`config.mk`:
```
export PLATFORM = sky130hd
export DESIGN_NAME = fifo_main_pop_ctrl
export DESIGN_NICKNAME = d
export VERILOG_FILES = /design/src/rtl/fifo_main_pop_ctrl.sv
export SDC_FILE = /design/constraint.sdc
export NUM_CORES = 1
export LEC_CHECK = 0
export BUFFER_PORTS_ARGS = -buffer_cell sky130_fd_sc_hd__buf_2
export CORE_UTILIZATION = 50
export CTS_BUF_LIST = sky130_fd_sc_hd__clkbuf_4 sky130_fd_sc_hd__clkbuf_8
export DETAILED_ROUTE_END_ITERATION = 8
export GPL_TIMING_DRIVEN = 0
export HOLD_SLACK_MARGIN = 0.02
export MAX_ROUTING_LAYER = met4
export PLACE_DENSITY = 0.77
export SLEW_MARGIN = 20
export SYNTH_ARGS = -nofsm -noshare
export SYNTH_HDL_FRONTEND = slang
export SYNTH_SLANG_ARGS = --single-unit
```
`constraint.sdc`:
```
create_clock -name clk -period 3.7 [get_ports clk]
set_clock_uncertainty 0.15 [all_clocks]
set_input_delay 0.37 -clock clk [delete_from_list [all_inputs] [get_ports clk]]
set_output_delay 0.37 -clock clk [all_outputs]
set_load 0.02 [all_outputs]
```
`src/rtl/fifo_main_pop_ctrl.sv`:
```
// Pop controller between the Main FIFO and the per-VC demux: issues reads, routes
// each word by its VC field and parks a word in a one-entry hold register under backpressure.
module fifo_main_pop_ctrl #(
  parameter int DATA_W    = 6,
  parameter int NUM_VC    = 2,
  parameter int VC_LSB    = 4,
  parameter int VC_W      = 1,
  parameter int STALL_ALL = 0,
  parameter int CNT_W     = 8
) (
  input  logic              clk,
  input  logic              reset_L,
  input  logic              Main_empty,
  input  logic [DATA_W-1:0] Main_data_out,
  input  logic [NUM_VC-1:0] VC_almost_full,
  output logic              Main_rd,
  output logic [DATA_W-1:0] demux_vcid_in,
  output logic              demux_vcid_valid_in,
  output logic              vc_err,
  output logic [CNT_W-1:0]  pop_count
);

  localparam int VC_SPAN = 1 << VC_W;
  localparam logic [CNT_W-1:0] CNT_ONE = CNT_W'(1);

  typedef enum logic [1:0] {
    S_IDLE = 2'd0,
    S_RUN  = 2'd1,
    S_HOLD = 2'd2
  } state_t;

  state_t              r_state;
  logic                r_rd_pend;
  logic [DATA_W-1:0]   r_hold;
  logic [DATA_W-1:0]   r_data;
  logic                r_valid;
  logic                r_err;
  logic [CNT_W-1:0]    r_cnt;

  state_t              w_state;
  logic [DATA_W-1:0]   w_hold;
  logic [DATA_W-1:0]   w_data;
  logic                w_valid;
  logic                w_err;
  logic [CNT_W-1:0]    w_cnt;
  logic                w_stall_all;
  logic                w_head_blk;

  function automatic logic vc_bad_f(input logic [DATA_W-1:0] w);
    logic [31:0] v;
    v = 32'(w[VC_LSB +: VC_W]);
    return (v >= 32'(NUM_VC));
  endfunction

  // Out-of-range VC ids index a zero-padded flag vector, so they never block.
  function automatic logic blocked_f(input logic [DATA_W-1:0] w,
                                     input logic [NUM_VC-1:0] af);
    logic [VC_SPAN-1:0] ext;
    ext = VC_SPAN'(af);
    if (STALL_ALL != 0) begin
      return |af;
    end else begin
      return ext[w[VC_LSB +: VC_W]];
    end
  endfunction

  assign w_stall_all = (STALL_ALL != 0) ? (|VC_almost_full) : 1'b0;
  assign w_head_blk  = r_rd_pend & blocked_f(Main_data_out, VC_almost_full);

  assign Main_rd = reset_L & ~Main_empty & (r_state != S_HOLD) & ~w_head_blk & ~w_stall_all;

  assign demux_vcid_in       = r_data;
  assign demux_vcid_valid_in = r_valid;
  assign vc_err              = r_err;
  assign pop_count           = r_cnt;

  always_comb begin
    w_state = r_state;
    w_hold  = r_hold;
    w_data  = '0;
    w_valid = 1'b0;
    w_err   = 1'b0;
    w_cnt   = r_cnt;
    case (r_state)
      S_HOLD: begin
        if (!blocked_f(r_hold, VC_almost_full)) begin
          w_data  = r_hold;
          w_valid = 1'b1;
          w_cnt   = r_cnt + CNT_ONE;
          w_state = S_RUN;
        end else begin
          w_state = S_HOLD;
        end
      end
      S_IDLE, S_RUN: begin
        if (r_rd_pend) begin
          if (vc_bad_f(Main_data_out)) begin
            w_err   = 1'b1;
            w_state = S_RUN;
          end else if (!blocked_f(Main_data_out, VC_almost_full)) begin
            w_data  = Main_data_out;
            w_valid = 1'b1;
            w_cnt   = r_cnt + CNT_ONE;
            w_state = S_RUN;
          end else begin
            w_hold  = Main_data_out;
            w_state = S_HOLD;
          end
        end else begin
          w_state = r_state;
        end
      end
      default: begin
        w_state = S_IDLE;
      end
    endcase
  end

  always_ff @(posedge clk or negedge reset_L) begin
    if (!reset_L) begin
      r_state   <= S_IDLE;
      r_rd_pend <= 1'b0;
      r_hold    <= '0;
      r_data    <= '0;
      r_valid   <= 1'b0;
      r_err     <= 1'b0;
      r_cnt     <= '0;
    end else begin
      r_state   <= w_state;
      r_rd_pend <= Main_rd;
      r_hold    <= w_hold;
      r_data    <= w_data;
      r_valid   <= w_valid;
      r_err     <= w_err;
      r_cnt     <= w_cnt;
    end
  end

endmodule

```
==> qor.yml, run 1 <==
run_status:
  outcome: "completed"
yosys:
  synth_cells: 73
  synth_cell_types: 25
  syn_area_per_cell_um2: 14.0
  synth_top_area_cell: "dfrtp_1"
  yosys-top-cells-area: "dfrtp_1 59%, mux2_2 7.7%, xnor2_1 5.2%"
  synth_top_cell_area_share_pct: 58.9
  yosysSeqAreaShare_pct: 58.9
  syn_nets: 85
  netlist_area_um2: 1020
  synth_seq_cells: 24
  yosysWarningCount: 0
global_routing:
  grt_pass1_wl_um: 2710
  grt_max_degree: 26
  grt.total_usage_pct: 18.7
  grt_pass1_vias: 630
  grt_use_met1_pct: 23.6
  use_met3_pct: 3.46
  gr-usage-met2_pct: 30.0
  grt.busiest_layer: "met2"
  grt.overflow.total: 0
  antenna_found_initial: 0
place:
  io_buffers: 26
  hpwl_um: 1230
  gp_congestion: 0.729
die:
  initial_core_util_pct: 56.0
  rows: 15
  dieArea_um2: 2220
  io_pins: 28
  die_w_um: 47.2
  dieHeight_um: 47.2
  core_area_um2: 1820
power:
  power.density_nw_per_um2: 600
  pwr-share-seq_pct: 50.2
  power.total_uw: 746
  comb_power_share_pct: 25.2
  p_leak_uw: 0.000611
  clockPowerShare_pct: 24.6
  power_switching_uw: 229
  switching_share_pct: 30.7
  p_int_uw: 517
  ir_drop_uv: 390
drt:
  first_iter_violations: 12
  wirelength_um: 1650
  avgRoutedWirePerCell_um: 12.8
  vias: 670
  via_per_inst: 5.19
  drt-pass1-iter-count: 4
  final_antenna_net_count: 0
  drc_errors: 0
clock_network:
  cts_tree: "done"
  postCtsSetupBuffers: 0
  root_buffer: "clkbuf_4"
  htreeDepth: 1
  clock-sinks: 24
  cts_buffers: 3
  clockBufferDepth: 2
  clk_latency_ns: 0.30
  ctsHoldBuffers: 1
  cts.repair.resized: 0
  clkTransAtPathRegs_ns: 0.12
worst_hold_path:
  whs_path_depth: 2
  whs_endpoint: "demux_vcid_in[4]"
  hold_class: "input port to register"
  worstHoldStart: "VC_almost_full[1]"
timing:
  timing.slew.headroom_pct: 65.6
  finalCriticalPeriod_ns: 2.37
  worst_pin_slew_ns: 0.515
  post-route-period-util_pct: 64.2
  maxClockFrequency_mhz: 421
  fin_setup_tns_ns: 0
  finalMaxSlewViolations: 0
  rsz0062_at_grt: "false"
  setup_viol: 0
  hold_violations: 0
worst_setup_path:
  path_class: "input port to output port"
  cp-start-kind: "input port"
  arrival_ns: 1.85
  critical_path.max_fanout: 25
  reg2reg_depth: 3
  regToRegSetupSlack_ns: 2.02
  r2r-start: "r_hold[4]"
  startpoint: "reset_L"
  critPathCaptureType: "output port"
  regToRegEndpoint: "pop_count[1]"
  worstPathRequired_ns: 3.18
cells_and_area:
  antenna_cells: 0
  fin_nets: 117
  synthToLayoutAreaGrowth_pct: 22.0
  final_util_pct: 68.3
  final_layout_size_suffix_gt1_share_pct: 43.3
job:
  cap_violations: 0
==> state kept, by name (all words and copies together), names as in the netlist <==
register	cells
r_state	2
demux_vcid_valid_in	1
r_rd_pend	1
pop_count	8
r_hold	6
demux_vcid_in	6
==> metal layers <==
metal | share of wire (%) | up-vias | wire length [um]
met1 | 45 | 329 | 737
met4 | 1.4 | 0 | 23
li1 | - | 323 | -
met2 | 50 | 16 | 832
met3 | 3.5 | 2 | 57
met5 | 0 | - | 0
==> critical path: stages <==
cell	delay, ns
dlygate4sd3_1	0.53
buf_2	0.44
nand3b_1	0.15
a21oi_1	0.17
buf_2	0.19
==> worst max-delay path by stage <==
stage / endpoint / slack, ns / depth (start not counted)
after CTS: Main_rd / 1.29 / 5
after floorplan: Main_rd / 2.08 / 2
after global routing: Main_rd / 1.10 / 5
after detailed placement: Main_rd / 1.83 / 4
after global placement: Main_rd / 1.87 / 4
final: Main_rd / 1.33 / 5
==> power by group through the flow <==
stage,sequential (uW),combinational [uW],clock [uW]
final,375,188,184
after global routing,386,207,196
after CTS,375,190,188
after detailed placement,380,189,0
after global placement,376,184,0
after floorplan,409,91.0,0
==> synthesized netlist by cell type <==
master     n
nand2b_2   1
dfrtp_1   24
a21oi_1    3
mux2_2     7
inv_1      1
buf_6      1
mux2_4     2
nand3b_1   2
conb_1     1
a22o_1     5
nand2_1    1
o22ai_4    1
nor2_1     2
o32a_1     1
xor2_1     1
buf_4      1
ha_1       1
and4_1     2
nor2b_4    1
nand3_1    3
xnor2_1    6
nand2b_1   1
a31o_2     1
and2_1     1
nand4_1    3
==> layout by cell type (no fill, tap or decap), drive strengths merged, types with 2 or more instances in the layout <==
cell type,netlist,final
clkbuf,0,3
a22o,5,5
a21oi,3,3
nand3,3,3
dfrtp,24,24
nand3b,2,2
nand4,3,3
buf,2,28
nand2b,2,2
xnor2,6,6
and4,2,2
mux2,9,9
nor2,2,2
==> cells by family after synthesis <==
kind of cell	share of synthesized area [%]
XOR/XNOR	6.01
AND/OR/NAND/NOR	11.0
buffers and inverters	2.21
adder cells (fa/ha/maj)	1.23
multiplexers	10.7
flip-flops	58.9
AO/OA/AOI/OAI	9.57
other	0.368
==> stage by stage <==
step                cells  area (um2)  setup slack (ns)  hold slack [ns]
finish                129        1240              1.33           0.0862
global route          129        1240              1.10           0.0933
CTS                   129        1240              1.29           0.0778
detailed placement    124        1180              1.83            0.225
global placement      124        1180              1.87            0.228
floorplan              73        1020              2.08          -0.0756
==> cell type report <==
type / count / area, um2
plain buffers: 2 / 18.8
clock buffers: 3 / 22.5
clock inverters: 1 / 30.0
fillers: 143 / 577
inverters: 1 / 3.75
multi-input cells: 46 / 397
flip-flops and latches: 24 / 601
well taps: 25 / 31.3
repair buffers: 27 / 140
Note: power is estimated with default switching activity, not from simulation.
==> run 2, diff against run 1 <==
Settings changed: ABC_AREA from default to 1, PLACE_DENSITY 0.77 to 0.75.
Clock period 3.7 ns to 2.45 ns, I/O delays scaled along.
==> qor.yml, run 2 <==
run_status:
  outcome: "completed"
worst_setup_path:
  path_class: "input port to output port"
  arrival_ns: 1.71  # -0.14 ns
  critPathCaptureType: "output port"
  worstPathRequired_ns: 2.06  # -1.12 ns
  crit_cells: 5  # unchanged
  r2r-start: "pop_count[0]"
  crit_chain: "dlygate4sd3_1 > buf_2 > nand2_1 > a21oi_1 > buf_2"
  cp_num_buf_inv: 3  # unchanged
  reg2reg_depth: 6  # +3
  crit_top_cell: "buf_2"
  regToRegEndpoint: "pop_count[6]"
  slowest_stage: "dlygate4sd3_1"
  regToRegSetupSlack_ns: 1.04  # -0.98 ns
  slowest_delay_ns: 0.52  # about the same
  critical_path.max_fanout: 25  # unchanged
  critPathTopFamily: "buffers and inverters"
  cp-start-kind: "input port"
place:
  io_buffers: 26  # unchanged
  hpwl_um: 1640  # +34%
  gp_congestion: 0.804  # +10%
  place_area_um2: 1320  # +12%
drt:
  via_per_inst: 4.91  # -5.4%
  vias: 1007  # +50%
  drc_errors: 0  # unchanged
  avgRoutedWirePerCell_um: 11.2  # -13%
  final_antenna_net_count: 0  # unchanged
  drt-pass1-iter-count: 4  # unchanged
  first_iter_violations: 13  # +1
  wirelength_um: 2290  # +39%
worst_hold_path:
  hold_class: "input port to register"
  whs_endpoint: "demux_vcid_in[4]"
  worstHoldStart: "Main_data_out[4]"
  whs_path_depth: 3  # +1
yosys:
  syn_nets: 152  # +79%
  synth_top_cell_area_share_pct: 51.9  # -6.9 points
  synthFlopType: "dfrtp_1"
  yosys-top-cells-area: "dfrtp_1 52%, nand2_1 21%, nand3_1 5.6%"
  syn_area_per_cell_um2: 8.26  # -41%
  synth_edf_count: 0  # unchanged
  synth_seq_cells: 24  # unchanged
  synth-async-reset-ratio_pct: 100  # unchanged
  ys_top_cells_by_count: "65 x nand2_1, 24 x dfrtp_1, 13 x nand3_1, 8 x inv_1, 4 x nor2_1"
  netlist_area_um2: 1160  # +13%
  synth_cell_types: 22  # -12%
  yosysWarningCount: 0  # unchanged
  yosysSeqAreaShare_pct: 51.9  # -6.9 points
  synth_cells: 140  # +92%
  synth_top_area_cell: "dfrtp_1"
  yosysMostFrequentCell: "nand2_1"
die:
  dieArea_um2: 2510  # +13%
  io_pins: 28  # unchanged
  initial_core_util_pct: 52.8  # -3.2 points
  rows: 17  # +2
  dieHeight_um: 50.1  # +6.2%
  die_w_um: 50.1  # +6.2%
  core_area_um2: 2190  # +20%
clock_network:
  postCtsSetupBuffers: 0  # unchanged
  clockBufferDepth: 2  # unchanged
  clock-sinks: 24  # unchanged
  clkTransAtPathRegs_ns: 0.13  # about the same
  clk_latency_ns: 0.31  # about the same
  cts_buffers: 3  # unchanged
  htreeDepth: 1  # unchanged
  root_buffer: "clkbuf_4"
  cts_tree: "done"
cells_and_area:
  final_area_um2: 1430  # +15%
  fin_nets: 190  # +62%
  final.fill_count: 195  # +36%
  largest_register_ff_count: 8  # unchanged
  antenna_cells: 0  # unchanged
  synthToLayoutAreaGrowth_pct: 23.5
  final_cell_mix: "65 x nand2_1, 26 x buf_2, 24 x dfrtp_1"
  final_layout_size_suffix_gt1_share_pct: 26.0  # -17 points
  final_common_cell: "nand2_1"
timing:
  finalMaxSlewViolations: 0  # unchanged
  maxClockFrequency_mhz: 475
  post-route-period-util_pct: 85.8
  rsz0062_at_grt: "false"
  worst_pin_slew_ns: 0.547  # +0.0313 ns
  timing.slew.headroom_pct: 63.5  # -2.1 points
  hold_violations: 0  # unchanged
  fin_setup_tns_ns: 0  # unchanged
  finalCriticalPeriod_ns: 2.10
  setup_viol: 0  # unchanged
power:
  power.total_uw: 1070  # +43%
  power.density_nw_per_um2: 750  # +25%
  p_leak_uw: 0.000819  # +34%
  ir_drop_uv: 414  # +6.3%
job:
  cap_violations: 0  # unchanged
global_routing:
  grt.overflow.total: 0  # unchanged
  grt_max_degree: 26  # unchanged
  grt_pass1_vias: 1038  # +65%
  antenna_found_initial: 0  # unchanged
  grt_pass1_wl_um: 4180  # +54%
  grt.total_usage_pct: 22.6  # +3.9 points
run 2: changes by cell type after synthesis, sizes merged, moves of 2 or more:
| cell | change |
|---|---|
| a21oi | -2 |
| a22o | -5 |
| and4 | -2 |
| inv | +11 |
| mux2 | -9 |
| nand2 | +67 |
| nand2b | -2 |
| nand3 | +11 |
| nand3b | -2 |
| nand4 | -2 |
| nor2 | +4 |
| o21ai | +4 |
| xnor2 | -5 |
run 2: kinds of logic after synthesis:
kind of cell,share of synthesized area [%]
AO/OA/AOI/OAI,3.57
XOR/XNOR,2.27
flip-flops,51.9
adder cells (fa/ha/maj),1.08
other,0.324
buffers and inverters,6.93
AND/OR/NAND/NOR,33.9
run 2: worst max path at each step:
stage,from,end
floorplan,r_state[1],Main_rd
global placement,reset_L,Main_rd
detailed placement,reset_L,Main_rd
CTS,reset_L,Main_rd
global route,reset_L,Main_rd
finish,reset_L,Main_rd
run 2: area by class of cell:
type | count | area [um2] | area share (%)
Clock buffer | 4 | 36.3 | 2.54
Multi-Input combinational cell | 101 | 475 | 33.3
Inverter | 12 | 50.0 | 3.51
Tap cell | 28 | 35.0 | 2.45
Buffer | 3 | 30.0 | 2.10
Sequential cell | 24 | 601 | 42.1
Timing Repair Buffer | 33 | 200 | 14.0
run 2: worst min-delay path, delay by kind of cell:
kind | cells | cell delay [ns]
buf+inv | 2 | 0.17
compound gates | 1 | 0.07
run 2: metal layers:
layer	share of wire, %	up-vias	global-route usage [%]
met1	41	483	24.3
li1	-	507	-
met4	0.52	0	6.19
met2	56	15	42.0
met5	0	-	-
met3	2.3	2	3.70
run 2: what timing repair did:
action	in CTS	in global routing
gates resized for setup	0	0
hold buffers	7	0
endpoints found under the hold margin	35	0
run 2: stage by stage:
step,utilization [%],setup WS (ns),cells,hold WS [ns]
2_1_floorplan,-,1.03,140,-0.201
3_3_place_gp,60.3,0.879,194,0.103
3_5_place_dp,60.3,0.826,194,0.113
4_1_cts,65.2,0.274,205,0.0451
5_1_grt,65.2,0.132,205,0.0535
6_report,65.2,0.347,205,0.0546
run 2: power breakdown:
group	total (uW)	internal, uW	switching [uW]
Sequential	553	476	77.3
Clock	209	90.7	119
Combinational	308	120	188
